`src/rtl/pipeline_hazard_ctrl.sv`:
```
// rtl/pipeline_hazard_ctrl.sv - stall/flush controller for a five-stage pipeline
// Handles load-use, MEM-resolved branches, dmem wait states with timeout, and halt drain.
module pipeline_hazard_ctrl #(
   parameter int REG_W       = 5,
   parameter int CNT_W       = 32,
   parameter int MEM_TIMEOUT = 16,
   parameter int DRAIN_CYC   = 3
) (
   input  logic             clk,
   input  logic             reset,
   input  logic [REG_W-1:0] ifid_rs,
   input  logic [REG_W-1:0] ifid_rt,
   input  logic             idex_memread,
   input  logic [REG_W-1:0] idex_rt,
   input  logic             exmem_br_taken,
   input  logic             dmem_req,
   input  logic             dmem_ready,
   input  logic             halt,
   output logic             pc_en,
   output logic             ifid_en,
   output logic             idex_en,
   output logic             exmem_en,
   output logic             memwb_en,
   output logic             ifid_flush,
   output logic             idex_flush,
   output logic             exmem_flush,
   output logic             halted,
   output logic             mem_err,
   output logic [CNT_W-1:0] cycle_count,
   output logic [CNT_W-1:0] stall_count
);

   localparam int WAIT_W  = $clog2(MEM_TIMEOUT + 1);
   localparam int DRAIN_W = $clog2(DRAIN_CYC + 1);

   typedef enum logic [2:0] {
      ST_RUN,
      ST_MEM_WAIT,
      ST_DRAIN,
      ST_HALTED,
      ST_ERROR
   } state_t;

   state_t              state;
   logic [WAIT_W-1:0]   wait_cnt;
   logic [DRAIN_W-1:0]  drain_cnt;
   logic                freeze;
   logic                load_use;
   logic                run_like;

   assign freeze   = dmem_req & ~dmem_ready;
   assign load_use = idex_memread && (idex_rt != '0) &&
                     ((idex_rt == ifid_rs) || (idex_rt == ifid_rt));
   assign run_like = (state == ST_RUN) || (state == ST_MEM_WAIT);

   // Outputs are forced low while reset is held, independent of the clock.
   always_comb begin
      pc_en       = 1'b0;
      ifid_en     = 1'b0;
      idex_en     = 1'b0;
      exmem_en    = 1'b0;
      memwb_en    = 1'b0;
      ifid_flush  = 1'b0;
      idex_flush  = 1'b0;
      exmem_flush = 1'b0;
      if (!reset) begin
         case (state)
            ST_RUN, ST_MEM_WAIT: begin
               if (freeze) begin
                  pc_en = 1'b0;
               end else if (exmem_br_taken) begin
                  pc_en       = 1'b1;
                  ifid_en     = 1'b1;
                  idex_en     = 1'b1;
                  exmem_en    = 1'b1;
                  memwb_en    = 1'b1;
                  ifid_flush  = 1'b1;
                  idex_flush  = 1'b1;
                  exmem_flush = 1'b1;
               end else if (load_use) begin
                  idex_en    = 1'b1;
                  exmem_en   = 1'b1;
                  memwb_en   = 1'b1;
                  idex_flush = 1'b1;
               end else begin
                  pc_en    = 1'b1;
                  ifid_en  = 1'b1;
                  idex_en  = 1'b1;
                  exmem_en = 1'b1;
                  memwb_en = 1'b1;
               end
            end
            ST_DRAIN: begin
               if (!freeze) begin
                  idex_en    = 1'b1;
                  exmem_en   = 1'b1;
                  memwb_en   = 1'b1;
                  idex_flush = 1'b1;
               end
            end
            default: begin
               pc_en = 1'b0;
            end
         endcase
      end
   end

   always_ff @(posedge clk or posedge reset) begin
      if (reset) begin
         state       <= ST_RUN;
         wait_cnt    <= '0;
         drain_cnt   <= '0;
         halted      <= 1'b0;
         mem_err     <= 1'b0;
         cycle_count <= '0;
         stall_count <= '0;
      end else begin
         if ((state != ST_HALTED) && (state != ST_ERROR) && (cycle_count != '1))
            cycle_count <= cycle_count + CNT_W'(1);
         if (run_like && !pc_en && (stall_count != '1))
            stall_count <= stall_count + CNT_W'(1);

         case (state)
            ST_RUN: begin
               if (freeze) begin
                  state    <= ST_MEM_WAIT;
                  wait_cnt <= WAIT_W'(1);
               end else if (halt) begin
                  state     <= ST_DRAIN;
                  drain_cnt <= '0;
               end
            end
            ST_MEM_WAIT: begin
               if (freeze) begin
                  if (wait_cnt == WAIT_W'(MEM_TIMEOUT)) begin
                     state   <= ST_ERROR;
                     mem_err <= 1'b1;
                  end else begin
                     wait_cnt <= wait_cnt + WAIT_W'(1);
                  end
               end else begin
                  state <= ST_RUN;
               end
            end
            // A frozen drain cycle does not count toward completion.
            ST_DRAIN: begin
               if (!freeze) begin
                  if (drain_cnt == DRAIN_W'(DRAIN_CYC - 1)) begin
                     state  <= ST_HALTED;
                     halted <= 1'b1;
                  end else begin
                     drain_cnt <= drain_cnt + DRAIN_W'(1);
                  end
               end
            end
            default: begin
               state <= state;
            end
         endcase
      end
   end

endmodule

```
`config.mk`:
```
export PLATFORM = sky130hd
export DESIGN_NAME = pipeline_hazard_ctrl
export DESIGN_NICKNAME = d
export VERILOG_FILES = /design/src/rtl/pipeline_hazard_ctrl.sv
export SDC_FILE = /design/constraint.sdc
export NUM_CORES = 1
export LEC_CHECK = 0
export ABC_CLOCK_PERIOD_IN_PS = 5900
export BUFFER_PORTS_ARGS = -buffer_cell sky130_fd_sc_hd__buf_2
export CAP_MARGIN = 20
export CORE_ASPECT_RATIO = 0.8
export CORE_MARGIN = 8
export CORE_UTILIZATION = 40
export CTS_CLUSTER_DIAMETER = 200
export DETAILED_ROUTE_END_ITERATION = 8
export RECOVER_POWER = 25
export SYNTH_ARGS = -nofsm -noshare
export SYNTH_HDL_FRONTEND = slang
export SYNTH_SLANG_ARGS = --single-unit
```
`constraint.sdc`:
```
create_clock -name clk -period 5.9 [get_ports clk]
set_clock_uncertainty 0.1 [all_clocks]
set_input_delay 0.885 -clock clk [delete_from_list [all_inputs] [get_ports clk]]
set_output_delay 0.885 -clock clk [all_outputs]
set_load 0.05 [all_outputs]
```
After elaboration in Yosys (flattened, before gate mapping):

Index checks and enable logic that the tools add are counted.

* add/subtract/negate cells: 4
* eq/ne operators: 20
* bitwise logic cells: 3
* reduce and logical (&&, ||, !) cells: 21
* multiplexer cells: 33

Operators by type and width (count)
* adder 32 x 1 -> 32 bit (second input constant): 2
* != test 32 bit (second input constant): 2
* two-way mux 3 bit: 6
* two-way mux 1 bit: 16
* != test 2 bit (second input constant): 8
* two-way mux 5 bit: 3
* == test 5 bit: 2
* case mux 5 bit (2 select lines): 1
* AND reduction 5 bit: 2
* case mux 3 bit (3 select lines): 1
* two-way mux 2 bit: 4
* logical AND 1 bit: 6
* != test 3 x 2 -> 1 bit (second input constant): 2
* != test 3 bit (second input constant): 2
* AND reduction 3 bit: 2
* adder 5 x 1 -> 5 bit (second input constant): 1
* == test 5 bit (second input constant): 1
* nonzero test 5 bit: 1
* case mux 2 bit (2 select lines): 1
* AND reduction 4 bit: 1
* nonzero test 2 bit: 2
* == test 3 x 1 -> 1 bit (second input constant): 1
* == test 3 x 2 -> 1 bit (second input constant): 1
* logical NOT 3 bit: 1
* 10 further kinds: 12

* logic and storage cells: 88
* input bits: 22
* output and inout bits: 74
* bits in registers: 76

Longest topological paths before layout:

Gate-level depths: netlist of the first run.

* depth after elaboration: 11
* mapped depth: 8
* mapped depth without buffers: 8

Worst setup path after synthesis of the first run:

No wires, ideal clock.

* kind: input port to output port
* start: input port idex_rt[1]
* end: output port pc_en
* arrival time: 2.894 ns
* required time: 4.915 ns
* cell stages on the path: 5
* buffers on the path: 1
* path slack: 2.021 ns
* cell sequence: or4_1 > o21ai_0 > nor2_1 > a21oi_1 > buf_4

* word-level cells in the longest chain between the ends: 8
* elaborated cells on any way between the ends: 11
* classes of those cells: 2 x eq/ne; 5 x mux; 4 x reduce/logical

Ends and longest elaborated chain
* from (decl): RTL line 14 `input logic [REG_W-1:0] idex_rt,`
* == test 5 bit or nonzero test 5 bit (tied branches): RTL line 53, 52
* logical OR 1 bit or logical AND 1 bit (tied branches): RTL line 53, 52
* logical AND 1 bit (*): RTL line 52 `assign load_use = idex_memread && (idex_rt != '0) &&`
* two-way mux 1 bit (*) (5 in series)
* to (decl): RTL line 19 `output logic pc_en,`

Mark *: on every way between the ends. The rest lies on a longest branch, timed or not.

Final worst setup path of the first run:

* start: input port idex_rt[1]
* end: output port pc_en

* word-level cells in the longest chain between the ends: 8
* elaborated cells on any way between the ends: 11
* classes of those cells: 2 x eq/ne; 5 x mux; 4 x reduce/logical

Ends and longest elaborated chain
* == test 5 bit or nonzero test 5 bit (tied branches): RTL line 53, 52
* logical OR 1 bit or logical AND 1 bit (tied branches): RTL line 53, 52
* logical AND 1 bit (*): RTL line 52
* two-way mux 1 bit (*): RTL line 80 `end else if (load_use) begin`
* two-way mux 1 bit (*): RTL line 71 `end else if (exmem_br_taken) begin`
* two-way mux 1 bit (*): RTL line 69 `if (freeze) begin`
* two-way mux 1 bit (*): RTL line 67 `case (state)`
* two-way mux 1 bit (*): RTL line 66 `if (!reset) begin`

Marked as above.

==> flow_metrics.env, run 1 <==
export IMPL_powerDensity_nw_per_um2=269
export IMPL_pwr_share_clk_pct=40.5
export IMPL_synth_seq_cells=76
export IMPL_first_global_vias=3248
export IMPL_cp_cell_sequence="buf_2 -> or4_1 -> o21ai_0 -> nor2_1 -> a21oi_1 -> buf_2"
export IMPL_synth_top_family_by_area="simple AND/OR/NAND/NOR gates"
export IMPL_die_area_um2=13400
export IMPL_synth_flop_cell="dfrtp_1"
export IMPL_cts_tree="built"
export IMPL_hold_path_class="flip-flop to flip-flop"
export IMPL_final_layout_size_suffix_gt1_share_pct=25.4
export IMPL_holdWs_ns=0.361
export IMPL_grt_overflow=0
export IMPL_cts_sinks=76
export IMPL_fin_cells=632
export IMPL_core_area_um2=9650
export IMPL_async_flop_share_pct=100
export IMPL_clk_latency_ns=0.33
export IMPL_cp_required_ns=4.91
export IMPL_endpoint_kind="output pin"
export IMPL_routedWlPerCell_um=14.9
export IMPL_synthAdderAreaFrac_pct=1.57
export IMPL_vias=3205
export IMPL_finalCritPeriodShare_pct=58.4
export IMPL_netlist_area_um2=3970
export IMPL_dp_hpwl_um=6840
export IMPL_hold_buffers=0
export IMPL_num_nets_final=518
export IMPL_tns_ns=0
export IMPL_ys_types=49
export IMPL_ant_nets=0
export IMPL_placed_area_um2=4570
export IMPL_cpMostUsedCell="buf_2"
export IMPL_crit_path_max_fanout=3
export IMPL_synthXorXnorAreaFrac_pct=14.8
export IMPL_drtPass1Iterations=4
export IMPL_power_switching_uw=379
export IMPL_final_common_cell="buf_2"
export IMPL_syn_inst=396
export IMPL_swShare_pct=29.0
export IMPL_period_minus_slack_ns=3.44
export IMPL_cap_violations=0
export IMPL_yosysWarnings=0
export IMPL_worstSetupStartpointType="primary input"
export IMPL_power_total_mw=1.31
export IMPL_setup_viol=0
export IMPL_power_leakage_nw=2.34
export IMPL_hold_start="mem_err$_DFFE_PP0P_"
export IMPL_numCtsBuffers=9
export IMPL_p_int_uw=927
export IMPL_antenna_found_initial=0
export IMPL_routed_via_density=5.07
export IMPL_cp_slowest_cell="or4_1"
export IMPL_fmax_mhz=290
export IMPL_status="finished, final reports clean"
export IMPL_final_cell_mix="buf_2, dfrtp_1, xnor2_1"
export IMPL_critPathArrivalTime_ns=2.46
export IMPL_post_cts_buffers=0
export IMPL_crit_start="idex_rt[1]"
export IMPL_criticalPathCategory="primary input to output pin"
export IMPL_ctsHtreeMaxLevel=3
export IMPL_cp_buffers_inverters=2
export IMPL_die_h_um=105
export IMPL_synth_edf_count=0
export IMPL_grt_pass1_wl_um=15900
export IMPL_max_slew_margin_rel_pct=36.1
export IMPL_ctsResizeCount=0
export IMPL_cts_root_buf="clkbuf_16"
export IMPL_crit_family="simple AND/OR/NAND/NOR gates"
export IMPL_synthMuxAreaShare_pct=1.67
export IMPL_grt_max_degree=77
export IMPL_initial_core_util_pct=41.2
export IMPL_syn_nets=423
export IMPL_syn_area_per_cell_um2=10.0
export IMPL_fill_cells=928
export IMPL_pwr_share_seq_pct=44.8
export IMPL_drt_drc_violations_left=0
export IMPL_peakVddDrop_v=0.000184
export IMPL_rows=32
export IMPL_p_comb_share_pct=14.8
export IMPL_drtIter0Drc=191
export IMPL_io_buffers=95
export IMPL_finalHoldViolations=0
export IMPL_globalplace_congestion=0.780
export IMPL_diodes=0
export IMPL_area_growth_pct=22.1
export IMPL_dp_cells=616
export IMPL_clkTransAtPathRegs_ns=0.05
export IMPL_synthSimpleGateAreaFrac_pct=25.4
export IMPL_r2r_start="stall_count[9]$_DFFE_PP0P_"
export IMPL_tightest_slew_ns=0.959
export IMPL_stdcell_area_um2=4850
export IMPL_slew_viol_final=0
export IMPL_drt_wl_total_um=9420
export IMPL_grt_usage_pct=14.6
export IMPL_yosysSeqAreaShare_pct=47.9
export IMPL_max_clock_path_buffers=2
export IMPL_slowest_delay_ns=0.52
export IMPL_rsz0062_at_grt="no"
export IMPL_num_io_pins=96
export IMPL_die_w_um=127
export IMPL_synth_compound_area_share_pct=6.02
through the flow:
step	setup slack, ns	util (%)
6_report	2.46	50.3
5_1_grt	2.36	50.3
3_5_place_dp	2.46	47.4
4_1_cts	2.46	50.3
2_1_floorplan	2.02	-
3_3_place_gp	2.48	47.4
synth_stat cells (2+ instances only):
library cell	instances	area (um^2)
xor2_1	26	228
dfrtp_1	76	1900
or3_1	3	18.8
nor2_1	30	113
xnor2_1	41	359
nand3_1	29	145
nor4_1	4	25.0
and3_1	11	68.8
and2_1	2	12.5
inv_1	11	41.3
buf_4	4	30.0
nor3_1	20	100
or4_1	2	15.0
o32a_1	2	20.0
nand3_2	2	20.0
mux2_2	5	56.3
nand2_1	40	150
a21o_1	3	22.5
nor2b_1	2	12.5
clkbuf_1	6	22.5
buf_2	3	15.0
nand4_1	24	150
ha_1	5	62.6
o21ai_0	7	35.0
a21oi_1	4	20.0
and4_1	7	61.3
nand2b_1	2	12.5
a22o_1	4	35.0
power by group through the flow:
stage	registers (mW)	logic [mW]	clock network, mW
floorplan	0.668	0.0593	0
global placement	0.592	0.192	0
detailed placement	0.593	0.195	0
CTS	0.584	0.196	0.550
global route	0.589	0.210	0.571
finish	0.584	0.193	0.528
state kept, by name, summed over array words and instances (netlist names):
register,count
state,3
mem_err,1
drain_cnt,2
wait_cnt,5
stall_count,32
halted,1
cycle_count,32
kinds of logic after synthesis:
group	count (synthesis)
simple gates	188
flops	76
xor+xnor	67
buf+inv	24
fa+ha+maj	5
mux	6
compound gates	30
final cells by class:
class                      instances  area [um^2]  area share, %
multi-input combinational        296         1970           40.6
sequential                        76         1900           39.2
timing repair buffer              97          489           10.1
clock buffer                      14          244           5.03
tap                              136          170           3.51
inverter                          11         41.3          0.851
clock inverter                     2         35.0          0.722
metal layers:
layer | wire length [um] | GRT usage [%]
met1 | 4430 | 18.0
met2 | 4280 | 22.8
met3 | 614 | 6.35
met4 | 104 | 3.73
met5 | 0 | 0
worst paths after layout:
path	endpoint	slack, ns	cells past startpoint
worst min-delay path	mem_err$_DFFE_PP0P_	0.36	1
worst min register to register	mem_err$_DFFE_PP0P_	0.36	1
worst max-delay path	pc_en	2.46	6
max in group asynchronous	stall_count[18]$_DFFE_PP0P_	4.34	3
worst max register to register	stall_count[1]$_DFFE_PP0P_	3.29	6
min in group asynchronous	halted$_DFFE_PP0P_	0.74	3
(Power assumes the default switching activity.)
==> run 2: changes to the inputs <==
--- a/config.mk
+++ b/config.mk
@@ -5,7 +5,7 @@
 export SDC_FILE = /design/constraint.sdc
 export NUM_CORES = 1
 export LEC_CHECK = 0
-export ABC_CLOCK_PERIOD_IN_PS = 5900
+export ABC_CLOCK_PERIOD_IN_PS = 3200
 export BUFFER_PORTS_ARGS = -buffer_cell sky130_fd_sc_hd__buf_2
 export CAP_MARGIN = 20
 export CORE_ASPECT_RATIO = 0.8
==> constraint.sdc (replaced) <==
create_clock -name clk -period 3.2 [get_ports clk]
set_clock_uncertainty 0.1 [all_clocks]
set_input_delay 0.48 -clock clk [delete_from_list [all_inputs] [get_ports clk]]
set_output_delay 0.48 -clock clk [all_outputs]
set_load 0.05 [all_outputs]
==> flow_metrics.env, run 2 (same netlist as run 1, synthesis figures left out) <==
export IMPL_status="finished, final reports clean"
export IMPL_holdWs_ns=0.277
export IMPL_die_area_um2=13400
export IMPL_finalCritPeriodShare_pct=82.3
export IMPL_hold_start="halt"
export IMPL_max_slew_margin_rel_pct=5.12
export IMPL_hold_buffers=0
export IMPL_routed_via_density=5.08
export IMPL_drtIter0Drc=221
export IMPL_grt_usage_pct=14.5
export IMPL_power_total_mw=2.45
export IMPL_r2r_end="stall_count[31]$_DFFE_PP0P_"
export IMPL_num_nets_final=520
export IMPL_post_cts_buffers=0
export IMPL_grt_overflow=0
export IMPL_core_area_um2=9650
export IMPL_die_w_um=127
export IMPL_clkTransAtPathRegs_ns=0.06
export IMPL_place_ws_ns=0.590
export IMPL_power_leakage_nw=2.37
export IMPL_first_global_vias=3201
export IMPL_diodes=0
export IMPL_die_h_um=105
export IMPL_period_minus_slack_ns=2.63
export IMPL_num_io_pins=96
export IMPL_io_buffers=95
export IMPL_globalplace_congestion=0.791
export IMPL_routedWlPerCell_um=15.0
export IMPL_worstSetupStartpointType="primary input"
export IMPL_tightest_slew_ns=1.42
export IMPL_slowest_delay_ns=0.52
export IMPL_cts_root_buf="clkbuf_16"
export IMPL_fill_cells=917
export IMPL_area_growth_pct=23.1
export IMPL_finalHoldViolations=0
export IMPL_cap_violations=0
export IMPL_drtPass1Iterations=4
export IMPL_grt_max_degree=40
export IMPL_ctsHtreeMaxLevel=3
export IMPL_r2r_start="stall_count[9]$_DFFE_PP0P_"
export IMPL_vias=3220
export IMPL_ant_nets=0
export IMPL_slew_viol_final=0
export IMPL_powerDensity_nw_per_um2=502
export IMPL_r2r_slack_ns=0.77
export IMPL_crit_family="simple AND/OR/NAND/NOR gates"
export IMPL_setup_ws_ns=0.567
export IMPL_initial_core_util_pct=41.2
export IMPL_ff2ff_path_depth=6
export IMPL_drt_drc_violations_left=0
export IMPL_final_layout_size_suffix_gt1_share_pct=26.9
export IMPL_cpMostUsedCell="buf_2"
export IMPL_setup_viol=0
export IMPL_critPathArrivalTime_ns=2.05
export IMPL_cp_buffers_inverters=2
export IMPL_crit_path_max_fanout=3
export IMPL_antenna_found_initial=0
export IMPL_ctsResizeCount=0
export IMPL_cp_slowest_cell="or4_1"
export IMPL_clk_latency_ns=0.33
export IMPL_cts_tree="built"
export IMPL_peakVddDrop_v=0.000271
export IMPL_fmax_mhz=380
export IMPL_hold_end="state[1]$_DFFE_PP0P_"
export IMPL_hold_path_class="primary input to flip-flop"
export IMPL_cts_sinks=76
export IMPL_hold_depth=2
export IMPL_final_common_cell="buf_2"
export IMPL_cp_cell_sequence="buf_2 -> or4_1 -> o21ai_0 -> nor2_1 -> a21oi_1 -> buf_2"
export IMPL_drt_wl_total_um=9510
export IMPL_grt_pass1_wl_um=15900
export IMPL_rsz0062_at_grt="no"
export IMPL_reg_top3="cycle_count: 32 flops, stall_count: 32 flops, wait_cnt: 5 flops"
export IMPL_rows=32
export IMPL_endpoint_kind="output pin"
export IMPL_final_cell_mix="buf_2, dfrtp_1, xnor2_1"
export IMPL_numCtsBuffers=9
export IMPL_dp_hpwl_um=6990
export IMPL_criticalPathCategory="primary input to output pin"
export IMPL_tns_ns=0
export IMPL_max_clock_path_buffers=2
export IMPL_cp_required_ns=2.62
-- run 2: through the flow --
step	area, um^2	std cells	utilization (%)
after detailed placement	4600	618	47.7
after global routing	4890	634	50.7
after CTS	4900	634	50.8
after global placement	4600	618	47.7
final	4890	634	50.7
after floorplan	3970	396	-
-- run 2: power by group --
| group | switching, mW | total, mW | internal, mW |
|---|---|---|---|
| combinational | 0.256 | 0.352 | 0.0957 |
| sequential | 0.0707 | 1.08 | 1.01 |
| clock | 0.381 | 1.02 | 0.640 |
| total | 0.708 | 2.45 | 1.74 |
-- run 2: worst max path at each step --
stage / startpoint / endpoint / slack, ns / depth (start not counted)
after floorplan: idex_rt[1] / pc_en / 0.13 / 5
after global placement: idex_rt[1] / ifid_en / 0.58 / 6
after detailed placement: idex_rt[1] / ifid_en / 0.59 / 6
after CTS: idex_rt[1] / pc_en / 0.58 / 6
after global routing: reset / cycle_count[31]$_DFFE_PP0P_ / 0.36 / 3
final: idex_rt[1] / ifid_en / 0.57 / 6
-- run 2: area by class of cell --
class / count / area (um^2) / area share (%)
timing repair buffer: 99 / 503 / 10.3
clock buffer: 11 / 253 / 5.17
clock inverter: 5 / 50.0 / 1.02
multi-input combinational: 296 / 1970 / 40.3
inverter: 11 / 41.3 / 0.845
tap: 136 / 170 / 3.48
sequential: 76 / 1900 / 38.9
-- run 2: routing by layer --
| layer | GRT usage [%] | share of wire [%] | up-vias |
|---|---|---|---|
| li1 | - | - | 1597 |
| met1 | 18.1 | 46 | 1537 |
| met2 | 22.6 | 46 | 77 |
| met3 | 6.35 | 8.0 | 9 |
| met4 | 3.56 | 0.89 | 0 |
| met5 | 0 | 0 | - |
-- run 2: worst register-to-register path, cell delays in order (launching register included) --
cell      delay (ns)
dfrtp_1         0.45
nand4_1         0.32
and4bb_2        0.31
and4_1          0.30
nor4_2          0.50
nand4_1         0.18
xnor2_1         0.15
==> run 3: changes to the inputs <==
--- a/config.mk
+++ b/config.mk
@@ -5,7 +5,7 @@
 export SDC_FILE = /design/constraint.sdc
 export NUM_CORES = 1
 export LEC_CHECK = 0
-export ABC_CLOCK_PERIOD_IN_PS = 3200
+export ABC_CLOCK_PERIOD_IN_PS = 2600
 export BUFFER_PORTS_ARGS = -buffer_cell sky130_fd_sc_hd__buf_2
 export CAP_MARGIN = 20
 export CORE_ASPECT_RATIO = 0.8
==> constraint.sdc (replaced) <==
create_clock -name clk -period 2.6 [get_ports clk]
set_clock_uncertainty 0.1 [all_clocks]
set_input_delay 0.39 -clock clk [delete_from_list [all_inputs] [get_ports clk]]
set_output_delay 0.39 -clock clk [all_outputs]
set_load 0.05 [all_outputs]
==> flow_metrics.env, run 3 (same netlist as run 1, synthesis figures left out) <==
export IMPL_vias=3297
export IMPL_die_area_um2=13400
export IMPL_powerDensity_nw_per_um2=660
export IMPL_endpoint_kind="output pin"
export IMPL_ctsHtreeMaxLevel=3
export IMPL_numCtsBuffers=9
export IMPL_die_w_um=127
export IMPL_hold_buffers=0
export IMPL_hold_path_class="primary input to flip-flop"
export IMPL_max_clock_path_buffers=2
export IMPL_num_nets_final=525
export IMPL_area_growth_pct=25.9
export IMPL_antenna_found_initial=0
export IMPL_tightest_slew_ns=1.32
export IMPL_routed_via_density=5.16
export IMPL_drtPass1Iterations=4
export IMPL_cts_sinks=76
export IMPL_cts_root_buf="clkbuf_16"
export IMPL_power_leakage_nw=2.42
export IMPL_finalHoldViolations=0
export IMPL_die_h_um=105
export IMPL_routedWlPerCell_um=14.9
export IMPL_drt_drc_violations_left=0
export IMPL_place_ws_ns=0.116
export IMPL_fmax_mhz=404
export IMPL_crit_path_max_fanout=3
export IMPL_rsz0062_at_grt="no"
export IMPL_critPathArrivalTime_ns=1.98
export IMPL_cap_violations=0
export IMPL_grt_overflow=0
export IMPL_grt_max_degree=41
export IMPL_clk_latency_ns=0.34
export IMPL_rows=32
export IMPL_status="finished, final reports clean"
export IMPL_num_io_pins=96
export IMPL_diodes=0
export IMPL_finalCritPeriodShare_pct=95.1
export IMPL_ant_nets=0
export IMPL_peakVddDrop_v=0.000434
export IMPL_core_area_um2=9650
export IMPL_slew_viol_final=0
export IMPL_dp_hpwl_um=7170
export IMPL_cp_required_ns=2.11
export IMPL_criticalPathCategory="primary input to output pin"
export IMPL_final_cell_mix="buf_2, dfrtp_1, xnor2_1"
export IMPL_first_global_vias=3249
export IMPL_grt_usage_pct=14.6
export IMPL_fill_cells=899
export IMPL_max_slew_margin_rel_pct=11.7
export IMPL_globalplace_congestion=0.790
export IMPL_tns_ns=0
export IMPL_drtIter0Drc=184
export IMPL_setup_ws_ns=0.128
export IMPL_period_minus_slack_ns=2.47
export IMPL_io_buffers=95
export IMPL_initial_core_util_pct=41.2
export IMPL_grt_pass1_wl_um=15800
export IMPL_reg_top3="cycle_count: 32 flops, stall_count: 32 flops, wait_cnt: 5 flops"
export IMPL_ctsResizeCount=0
export IMPL_cts_tree="built"
export IMPL_post_cts_buffers=0
export IMPL_final_layout_size_suffix_gt1_share_pct=27.2
export IMPL_clkTransAtPathRegs_ns=0.05
export IMPL_final_common_cell="buf_2"
export IMPL_worstSetupStartpointType="primary input"
export IMPL_drt_wl_total_um=9490
export IMPL_setup_viol=0
run 3: cell count changes in the layout (fill, tap and decap cells not counted):
cell,change
a21oi_2,+1
clkbuf_1,+3
buf_2,+1
buf_12,+1
clkbuf_8,-1
clkinv_2,-4
buf_4,+3
a21oi_1,-1
bufinv_16,+3
clkbuf_2,-1
run 3: layout make-up:
type / count / area, um^2 / share of cell area [%]
Sequential cell: 76 / 1900 / 38.0
Tap cell: 136 / 170 / 3.40
Timing Repair Buffer: 104 / 549 / 11.0
Clock inverter: 4 / 120 / 2.40
Clock buffer: 12 / 246 / 4.93
Inverter: 11 / 41.3 / 0.825
Multi-Input combinational cell: 296 / 1970 / 39.4
run 3: metrics by stage:
step | cells | util [%] | instance area, um^2 | power, mW | hold WS [ns]
after detailed placement | 623 | 48.2 | 4650 | 1.80 | 0.357
after floorplan | 396 | - | 3980 | 1.65 | 0.345
final | 639 | 51.8 | 5000 | 3.30 | 0.201
after global routing | 639 | 51.8 | 5000 | 3.44 | 0.189
after CTS | 639 | 52.0 | 5020 | 3.35 | 0.128
after global placement | 623 | 48.2 | 4650 | 1.79 | 0.352
run 3: final timing paths:
path                                              from                          end  slack, ns  depth (start not counted)
min reg2reg                         halted$_DFFE_PP0P_           halted$_DFFE_PP0P_       0.36                          1
max reg2reg                cycle_count[27]$_DFFE_PP0P_  cycle_count[18]$_DFFE_PP0P_       0.26                          6
max in group asynchronous                        reset  cycle_count[16]$_DFFE_PP0P_       0.51                          3
max                                         idex_rt[1]                   idex_flush       0.13                          6
min                                               halt         state[1]$_DFFE_PP0P_       0.20                          2
min in group asynchronous                        reset      wait_cnt[0]$_DFFE_PP0P_       0.33                          2
run 3: power breakdown:
group / switching [mW] / total (mW) / internal, mW
clock: 0.476 / 1.54 / 1.06
combinational: 0.318 / 0.439 / 0.120
sequential: 0.0839 / 1.32 / 1.24
total: 0.878 / 3.30 / 2.42
run 3: worst max-delay path, cell delays in order:
cell and delay, ns:
buf_2 0.12, or4_1 0.53, o21ai_0 0.36, nor2_1 0.13, o31a_1 0.25, buf_2 0.21
run 3: layer usage:
| metal | up-vias | global-route usage (%) | wire length, um |
|---|---|---|---|
| met5 | - | 0 | 0 |
| met4 | 0 | 3.81 | 91 |
| met3 | 8 | 6.55 | 717 |
| met2 | 79 | 23.1 | 4400 |
| met1 | 1594 | 17.7 | 4280 |
| li1 | 1616 | - | - |
